### src/rtl/prv32_muldiv_if.sv
// Request/response bundle for the iterative multiply/divide unit.
// Latency: none, this is wiring only. The master drives start/funct3/a/b/flush; the slave returns busy/done/result.
// Backpressure: start is only honoured while busy is low; there is no stall on the result side.
// Signals: start (request strobe), funct3 (op select), a/b (operands), flush (abort),
//          busy (op in flight), done (one-cycle result pulse), result (held until next done).
interface prv32_muldiv_if #(
  parameter int XLEN = 32
);
  logic            start;
  logic [2:0]      funct3;
  logic [XLEN-1:0] a;
  logic [XLEN-1:0] b;
  logic            flush;
  logic            busy;
  logic            done;
  logic [XLEN-1:0] result;

  modport master (
    output start, funct3, a, b, flush,
    input  busy, done, result
  );

  modport slave (
    input  start, funct3, a, b, flush,
    output busy, done, result
  );
endinterface

### src/rtl/prv32_muldiv.sv
// Iterative radix-2 RV32M multiply/divide unit: shift-add multiply and restoring divide on magnitudes.
// Latency: XLEN+2 cycles from accept to done; divide-by-zero and signed overflow take 1 cycle.
// Backpressure: start is ignored while busy; flush aborts any operation without a done pulse.
// Ports: clk, rst (sync, active-high), bus (slave modport: start/funct3/a/b/flush in,
//        busy/done/result out).
module prv32_muldiv #(
  parameter int XLEN = 32
) (
  input  logic               clk,
  input  logic               rst,
  prv32_muldiv_if.slave      bus
);

  localparam int CW = $clog2(XLEN + 1);
  localparam logic [XLEN-1:0] MIN_NEG = {1'b1, {(XLEN-1){1'b0}}};

  typedef enum logic [1:0] {
    S_IDLE,
    S_CALC,
    S_FIX,
    S_DONE
  } state_t;

  state_t              state_q,  state_d;
  logic [CW-1:0]       cnt_q,    cnt_d;
  logic [2:0]          op_q,     op_d;
  logic                sign_a_q, sign_a_d;
  logic                neg_q,    neg_d;
  logic [XLEN-1:0]     mcand_q,  mcand_d;
  // Multiply: {high, low} product with the multiplier consumed from the low end.
  // Divide: low half holds the dividend shifting out MSB-first while quotient bits shift in at the LSB.
  logic [2*XLEN-1:0]   acc_q,    acc_d;
  logic [XLEN-1:0]     rem_q,    rem_d;
  logic [XLEN-1:0]     result_q, result_d;

  // ---------------------------------------------------------------------------
  // Operand decode for the accept cycle
  // ---------------------------------------------------------------------------
  logic [2:0]      f;
  logic            a_signed, b_signed;
  logic            sign_a, sign_b;
  logic [XLEN-1:0] mag_a, mag_b;
  logic            div_zero, div_ovf, fast_hit;
  logic [XLEN-1:0] fast_res;

  assign f        = bus.funct3;
  // MULH, MULHSU, DIV, REM treat rs1 as signed; MULHSU keeps rs2 unsigned.
  assign a_signed = (f == 3'b001) || (f == 3'b010) || (f == 3'b100) || (f == 3'b110);
  assign b_signed = (f == 3'b001) || (f == 3'b100) || (f == 3'b110);
  assign sign_a   = a_signed & bus.a[XLEN-1];
  assign sign_b   = b_signed & bus.b[XLEN-1];
  assign mag_a    = sign_a ? -bus.a : bus.a;
  assign mag_b    = sign_b ? -bus.b : bus.b;

  assign div_zero = (bus.b == '0);
  assign div_ovf  = ((f == 3'b100) || (f == 3'b110)) && (bus.a == MIN_NEG) && (bus.b == '1);
  assign fast_hit = f[2] && (div_zero || div_ovf);

  // Architectural results for the two divide corner cases; f[1] selects remainder.
  always_comb begin
    fast_res = '0;
    if (div_zero) begin
      fast_res = f[1] ? bus.a : '1;
    end else begin
      fast_res = f[1] ? '0 : bus.a;
    end
  end

  // ---------------------------------------------------------------------------
  // One radix-2 step of each datapath
  // ---------------------------------------------------------------------------
  logic [XLEN:0]     mul_sum;
  logic [2*XLEN-1:0] mul_next;
  logic [XLEN:0]     div_shift;
  logic [XLEN:0]     div_diff;
  logic              div_ge;

  // The carry out of the high-half add becomes the MSB after the right shift.
  assign mul_sum  = {1'b0, acc_q[2*XLEN-1:XLEN]} + (acc_q[0] ? {1'b0, mcand_q} : '0);
  assign mul_next = {mul_sum, acc_q[XLEN-1:1]};

  // Partial remainder is XLEN+1 bits wide here; a clear MSB after subtract means no borrow.
  assign div_shift = {rem_q, acc_q[XLEN-1]};
  assign div_diff  = div_shift - {1'b0, mcand_q};
  assign div_ge    = ~div_diff[XLEN];

  // ---------------------------------------------------------------------------
  // Sign fix-up and final select
  // ---------------------------------------------------------------------------
  logic [2*XLEN-1:0] prod_fix;
  logic [XLEN-1:0]   quo_fix;
  logic [XLEN-1:0]   rem_fix;
  logic [XLEN-1:0]   fix_res;

  assign prod_fix = neg_q    ? -acc_q             : acc_q;
  assign quo_fix  = neg_q    ? -acc_q[XLEN-1:0]   : acc_q[XLEN-1:0];
  assign rem_fix  = sign_a_q ? -rem_q             : rem_q;

  always_comb begin
    fix_res = '0;
    case (op_q)
      3'b000:                 fix_res = prod_fix[XLEN-1:0];
      3'b001, 3'b010, 3'b011: fix_res = prod_fix[2*XLEN-1:XLEN];
      3'b100, 3'b101:         fix_res = quo_fix;
      default:                fix_res = rem_fix;
    endcase
  end

  // ---------------------------------------------------------------------------
  // FSM next-state and datapath loads
  // ---------------------------------------------------------------------------
  always_comb begin
    state_d  = state_q;
    cnt_d    = cnt_q;
    op_d     = op_q;
    sign_a_d = sign_a_q;
    neg_d    = neg_q;
    mcand_d  = mcand_q;
    acc_d    = acc_q;
    rem_d    = rem_q;
    result_d = result_q;

    case (state_q)
      S_IDLE: begin
        // A start in the same cycle as flush is discarded without touching any state.
        if (bus.start && !bus.flush) begin
          op_d     = f;
          sign_a_d = sign_a;
          neg_d    = sign_a ^ sign_b;
          cnt_d    = CW'(XLEN);
          rem_d    = '0;
          if (f[2]) begin
            mcand_d = mag_b;
            acc_d   = {{XLEN{1'b0}}, mag_a};
          end else begin
            mcand_d = mag_a;
            acc_d   = {{XLEN{1'b0}}, mag_b};
          end
          if (fast_hit) begin
            result_d = fast_res;
            state_d  = S_DONE;
          end else begin
            state_d  = S_CALC;
          end
        end
      end

      S_CALC: begin
        cnt_d = cnt_q - CW'(1);
        if (op_q[2]) begin
          rem_d = div_ge ? div_diff[XLEN-1:0] : div_shift[XLEN-1:0];
          acc_d = {acc_q[2*XLEN-1:XLEN], acc_q[XLEN-2:0], div_ge};
        end else begin
          acc_d = mul_next;
        end
        if (cnt_q == CW'(1)) begin
          state_d = S_FIX;
        end
      end

      S_FIX: begin
        result_d = fix_res;
        state_d  = S_DONE;
      end

      default: begin
        state_d = S_IDLE;
      end
    endcase

    // Abort: back to idle with the previous result preserved.
    if (bus.flush) begin
      state_d  = S_IDLE;
      result_d = result_q;
    end
  end

  always_ff @(posedge clk) begin
    if (rst) begin
      state_q  <= S_IDLE;
      cnt_q    <= '0;
      op_q     <= '0;
      sign_a_q <= 1'b0;
      neg_q    <= 1'b0;
      mcand_q  <= '0;
      acc_q    <= '0;
      rem_q    <= '0;
      result_q <= '0;
    end else begin
      state_q  <= state_d;
      cnt_q    <= cnt_d;
      op_q     <= op_d;
      sign_a_q <= sign_a_d;
      neg_q    <= neg_d;
      mcand_q  <= mcand_d;
      acc_q    <= acc_d;
      rem_q    <= rem_d;
      result_q <= result_d;
    end
  end

  assign bus.busy   = (state_q != S_IDLE);
  assign bus.done   = (state_q == S_DONE);
  assign bus.result = result_q;

endmodule
### src/flat_wrapper.sv
// flat-port wrapper written by rule: the top's interface ports become plain ports
module prv32_muldiv_flat 
#(
  parameter int XLEN = 32
)
  (clk, rst, bus_start, bus_funct3, bus_a, bus_b, bus_flush, bus_busy, bus_done, bus_result);
  prv32_muldiv_if #(.XLEN(XLEN)) bus_i ();
  input  logic clk;
  input  logic rst;
  input wire logic [$bits(bus_i.start)-1:0] bus_start;
  input wire logic [$bits(bus_i.funct3)-1:0] bus_funct3;
  input wire logic [$bits(bus_i.a)-1:0] bus_a;
  input wire logic [$bits(bus_i.b)-1:0] bus_b;
  input wire logic [$bits(bus_i.flush)-1:0] bus_flush;
  output wire logic [$bits(bus_i.busy)-1:0] bus_busy;
  output wire logic [$bits(bus_i.done)-1:0] bus_done;
  output wire logic [$bits(bus_i.result)-1:0] bus_result;
  assign bus_i.start = bus_start;
  assign bus_i.funct3 = bus_funct3;
  assign bus_i.a = bus_a;
  assign bus_i.b = bus_b;
  assign bus_i.flush = bus_flush;
  assign bus_busy = bus_i.busy;
  assign bus_done = bus_i.done;
  assign bus_result = bus_i.result;
  prv32_muldiv #(.XLEN(XLEN)) u_core (.clk(clk), .rst(rst), .bus(bus_i));
endmodule
### config.mk
export PLATFORM = sky130hd
export DESIGN_NAME = prv32_muldiv_flat
export DESIGN_NICKNAME = d
export VERILOG_FILES = /design/src/rtl/prv32_muldiv_if.sv /design/src/rtl/prv32_muldiv.sv /design/src/flat_wrapper.sv
export SDC_FILE = /design/constraint.sdc
export NUM_CORES = 1
export LEC_CHECK = 0
export ABC_CLOCK_PERIOD_IN_PS = 8700
export CAP_MARGIN = 20
export CORE_MARGIN = 2
export CORE_UTILIZATION = 25
export CTS_CLUSTER_SIZE = 12
export DETAILED_ROUTE_END_ITERATION = 8
export DONT_BUFFER_PORTS = 1
export SLEW_MARGIN = 20
export SYNTH_ARGS = -nofsm -noshare
export SYNTH_HDL_FRONTEND = slang
export SYNTH_SLANG_ARGS = --single-unit
### constraint.sdc
create_clock -name clk -period 8.7 [get_ports clk]
set_input_delay 1.305 -clock clk [delete_from_list [all_inputs] [get_ports clk]]
set_output_delay 1.305 -clock clk [all_outputs]
set_load 0.03 [all_outputs]
Word level (Yosys, flattened, before mapping)
Index checks and enable logic that the tools add are counted.

operators by class
  add/subtract/negate cells = 8
  reduce and logical (&&, ||, !) cells = 27
  bitwise logic cells = 5
  mux-type cells = 28
  equal/unequal tests = 20

operators by type and width
  kind                  count
  $mux 32               15
  $mux 64               3
  $neg 32->32           4
  $pmux 32 s2           2
  $pmux 64 s2           1
  $pmux 32 s3           1
  $eq 32x32->1 const B  2
  $neg 64->64           1
  $add 32x33->33        1
  $sub 33x32->33        1
  $logic_not 32->1      1
  $eq 3x3->1 const B    4
  $pmux 6 s2            1
  $eq 3x2->1 const B    3
  $ne 2x1->1 const B    4
  $logic_or 1x1->1      7
  $eq 3x1->1 const B    2
  $eq 6x1->1 const B    1
  $mux 2                3
  $mux 6                1
  $pmux 2 s3            1
  $reduce_and 2->1      3
  $reduce_and 3->1      2
  $reduce_bool 2->1     3
  other kinds (14)      21

word-level totals
  word-level logic and storage cells = 98
  input bits = 71
  flip-flop bits (word level) = 173
  output and inout bits = 34

Depth between registers and ports, before layout
  depth in word-level cells = 9
  gate-level depth with buffers = 15
  depth with buffers taken out = 13

Worst setup path after synthesis
No wires, ideal clock.

  kind = input to register
  start = in bus_b[9]
  end = reg u_core.result_q[17] (netlist: u_core.bus.result[17])
  buffers on the path = 2
  setup time = 136 ps
  arrival time = 3901 ps
  path slack = 4663 ps
  required time = 8564 ps
  cell stages on the path = 9
  cell sequence = or4_4 > or3_1 > or4_1 > clkbuf_1 > o32ai_2 > nand3_1 > a21oi_2 > clkbuf_1 > o32ai_1

between the ends
  cells in the longest elaborated chain, start to end = 6
  elaborated cells between the ends (all ways) = 11
  classes of those cells = eq/ne (2); mux (4); reduce/logical (5)

ends and longest elaborated chain
  element                            line                 source
  start, declared                    flat_wrapper.sv:13   input wire logic [$bits(bus_i.b)-1:0] bus_b;
  $eq 32x32->1                       prv32_muldiv.sv:56   assign div_ovf = ((f == 3'b100) || (f == 3'b110)) && (bus.a == MIN_NEG) && (bus.b == '1);
  $logic_and 1x1->1                  prv32_muldiv.sv:56
  $logic_or 1x1->1                   prv32_muldiv.sv:57   assign fast_hit = f[2] && (div_zero || div_ovf);
  $logic_and 1x1->1                  prv32_muldiv.sv:57
  $ne 2x1->1 (no source line)        --
  $reduce_and 4->1 (no source line)  --
  end signal, assigned               prv32_muldiv.sv:198  result_q <= result_d;
  end, declared                      prv32_muldiv.sv:34   logic [XLEN-1:0] result_q, result_d;

Parallel ways exist; a longest one is shown, timed or not. The select of a mux whose other input is x is not followed.
A chain may end at the register's enable or synchronous reset.

Final worst setup path
  start = in bus_b[9]
  end = reg u_core.result_q[1] (netlist: u_core.bus.result[1])

Same word-level chain as after synthesis.

==> flow_summary.ini <==
[floorplan]
die_h_microns = 256
dieArea_sq_um = 65500
core_sq_um = 62900
io-pin-count = 105
start_util = 0.252
die_width_microns = 256
rows = 92

[clock_network]
clock_latency_ns = 0.47
ctsResizeCount = 0
cts_setup_buffers = 0
cts_root_buffer = clkbuf_16
clk_pin_slew_ns = 0.08
cts-htree-levels = 4
cts_made_buffers = 17
cts_tree = done
clk_path_buf_depth = 2
cts_sinks = 173
hold_buffers = 0

[yosys]
yosys_register_bits = 173
synth-seq-area-share = 0.218
synthFlopType = dfxtp_1
netlist_instances = 2197
yosys_warnings = 0
netlist_area_sq_um = 15900
synth-edff-count = 0
async_flop_share = 0
synth_nets = 2346
synth_cell_types = 79
synth_area_per_cell_sq_um = 7.22

[job]
drv_cap = 0

[drt]
viasPerCell = 5.55
drt_first_iter_violations = 1840
route.vias.total = 16400
drc = 0
totalWireLength_mm = 62.7
wl_per_cell_microns = 21.2
ant_nets = 0
dr.pass1.iters = 7

[outcome]
status = finished, final reports clean

[timing]
fmax_mhz = 229
finalSetupViolations = 0
hold_ws_ns = 0.451
skew_ns = 0.00955
hold_viol = 0
slew_headroom = 0.207
setup_tns_ns = 0
final_max_slew_viol_count = 0
fin_crit_ns = 4.36
rsz0062_at_grt = false
period_share = 0.501
worst_pin_slew_ns = 1.18

[worst_setup_path]
slowest_stage = or4_1
worstPathArrival_ns = 4.76
crit_required_ns = 9.10
r2r-end = u_core.acc_q[0]$_SDFFE_PP0P_
critPathKind = in -> reg
reg2reg_depth = 14
crit_start = bus_b[9]
endpoint = u_core.bus.result[1]$_SDFFE_PP0P_
endpoint_kind = flop
worstPathMaxFanout = 23
critPathMaxStageDelay_ns = 0.67
r2r_start = u_core.acc_q[31]$_SDFFE_PP0P_
start_kind = input port
path_cells = or4_4 -> or3_1 -> or4_1 -> o32ai_2 -> nand3_1 -> a21o_1 -> a2111oi_0 -> a21oi_1 -> o22ai_1
ff2ff_setup_slack_ns = 4.37

[power_and_ir_drop]
leakagePower_nw = 6.14
irDropWorstVdd_uv = 145
power_density_nw_per_um2 = 130

[place]
dp_hpwl_mm = 48.2
place_congestion = 0.958
io_buffers = 0

[global_route]
grt_pass1_vias = 14200
antenna_found_initial = 1
grt-ovfl-total = 0
track_usage = 0.185
grt_pass1_wl_mm = 92.5
grt_max_degree = 113

[hold_path]
min_path_type = reg -> reg

[finish]
layout_commonest_cell = nand2_1
nFillCells = 7041
drive_gt1_frac = 0.0512
area_delta_synth_final_pct = 8.69
nets = 2244
num_antenna_cells = 0
final_cell_mix = nand2_1 (256), nor2_1 (226), a21oi_1 (175), dfxtp_1 (171), o21ai_0 (151)
-- per-stage QoR --
step	cells	worst slack, ns	total power, mW	instance area [sq um]	util
2_1_floorplan	2197	4.66	1.26	15900	-
3_3_place_gp	2921	3.93	1.39	16600	0.264
3_5_place_dp	2921	3.92	1.40	16600	0.264
4_1_cts	2953	4.37	2.22	17200	0.274
5_1_grt	2954	4.11	2.31	17200	0.274
6_report	2954	4.34	2.23	17200	0.274
-- state kept, by name, indices dropped and copies added (netlist names) --
| register | flops |
|---|---|
| u_core.mcand_q | 32 |
| u_core.sign_a_q | 1 |
| u_core.cnt_q | 6 |
| u_core.neg_q | 1 |
| u_core.acc_q | 64 |
| u_core.state_q | 2 |
| u_core.bus.result | 32 |
| u_core.rem_q | 32 |
| u_core.op_q | 3 |
-- report_power, final --
part	total [mW]	internal [mW]	switching [mW]
combinational	0.539	0.196	0.342
sequential	0.858	0.817	0.0406
clock	0.838	0.456	0.382
-- layer usage --
metal | routed length (microns) | track usage | part of all wire | vias up
met5 | 13 | 0 | 0.00021 | -
met4 | 1750 | 0.0583 | 0.028 | 2
met3 | 5970 | 0.0440 | 0.095 | 108
met2 | 26600 | 0.274 | 0.42 | 770
met1 | 28400 | 0.262 | 0.45 | 7714
li1 | - | - | - | 7788
-- how the worst min path moves through the flow --
stage / startpoint / cells after the start / slack [ns] / endpoint
6_report: u_core.mcand_q[14]$_SDFFE_PP0P_ / 2 / 0.45 / u_core.mcand_q[14]$_SDFFE_PP0P_
5_1_grt: u_core.mcand_q[19]$_SDFFE_PP0P_ / 2 / 0.47 / u_core.mcand_q[19]$_SDFFE_PP0P_
4_1_cts: u_core.mcand_q[19]$_SDFFE_PP0P_ / 2 / 0.46 / u_core.mcand_q[19]$_SDFFE_PP0P_
3_5_place_dp: u_core.mcand_q[19]$_SDFFE_PP0P_ / 2 / 0.45 / u_core.mcand_q[19]$_SDFFE_PP0P_
3_3_place_gp: u_core.mcand_q[8]$_SDFFE_PP0P_ / 2 / 0.44 / u_core.mcand_q[8]$_SDFFE_PP0P_
2_1_floorplan: u_core.cnt_q[5]$_SDFFE_PP0P_ / 1 / 0.43 / u_core.cnt_q[5]$_SDFFE_PP0P_
-- synth_stat cells (34+ instances only) --
| library cell | number | area [sq um] |
|---|---|---|
| nand2_1 | 256 | 961 |
| a21oi_1 | 177 | 886 |
| nand3_1 | 36 | 180 |
| a211oi_1 | 59 | 443 |
| o31ai_1 | 46 | 345 |
| xnor2_1 | 102 | 893 |
| nor2_1 | 226 | 848 |
| dfxtp_1 | 173 | 3460 |
| mux2i_1 | 52 | 521 |
| clkbuf_1 | 132 | 495 |
| o211ai_1 | 36 | 270 |
| xor2_1 | 82 | 718 |
| a21o_1 | 34 | 255 |
| nor3_1 | 73 | 365 |
| ha_1 | 76 | 951 |
| inv_1 | 79 | 297 |
| o21ai_0 | 152 | 761 |
-- layout make-up --
| class | instances | area (sq um) | area share |
|---|---|---|---|
| Tap cell | 846 | 1060 | 0.0614 |
| Timing Repair Buffer | 27 | 206 | 0.0120 |
| Clock inverter | 15 | 189 | 0.0110 |
| Multi-Input combinational cell | 1796 | 11600 | 0.672 |
| Clock buffer | 17 | 425 | 0.0247 |
| Inverter | 80 | 300 | 0.0174 |
| Sequential cell | 173 | 3470 | 0.201 |
-- cells by family (layout without fill, tap and decap cells) --
logic type | after synthesis | after routing | synth area share
AND/OR/NAND/NOR | 754 | 754 | 0.219
adder cells (fa/ha/maj) | 104 | 104 | 0.0789
flip-flops | 173 | 173 | 0.218
AO/OA/AOI/OAI | 684 | 684 | 0.282
XOR/XNOR | 184 | 184 | 0.102
multiplexers | 70 | 70 | 0.0456
buffers and inverters | 228 | 139 | 0.0544
-- critical path: cells and delay by family --
family           cells  cell delay (ns)
AO/OA/AOI/OAI        5             1.65
AND/OR/NAND/NOR      4             1.78
Power figures use the tool's default switching activity.
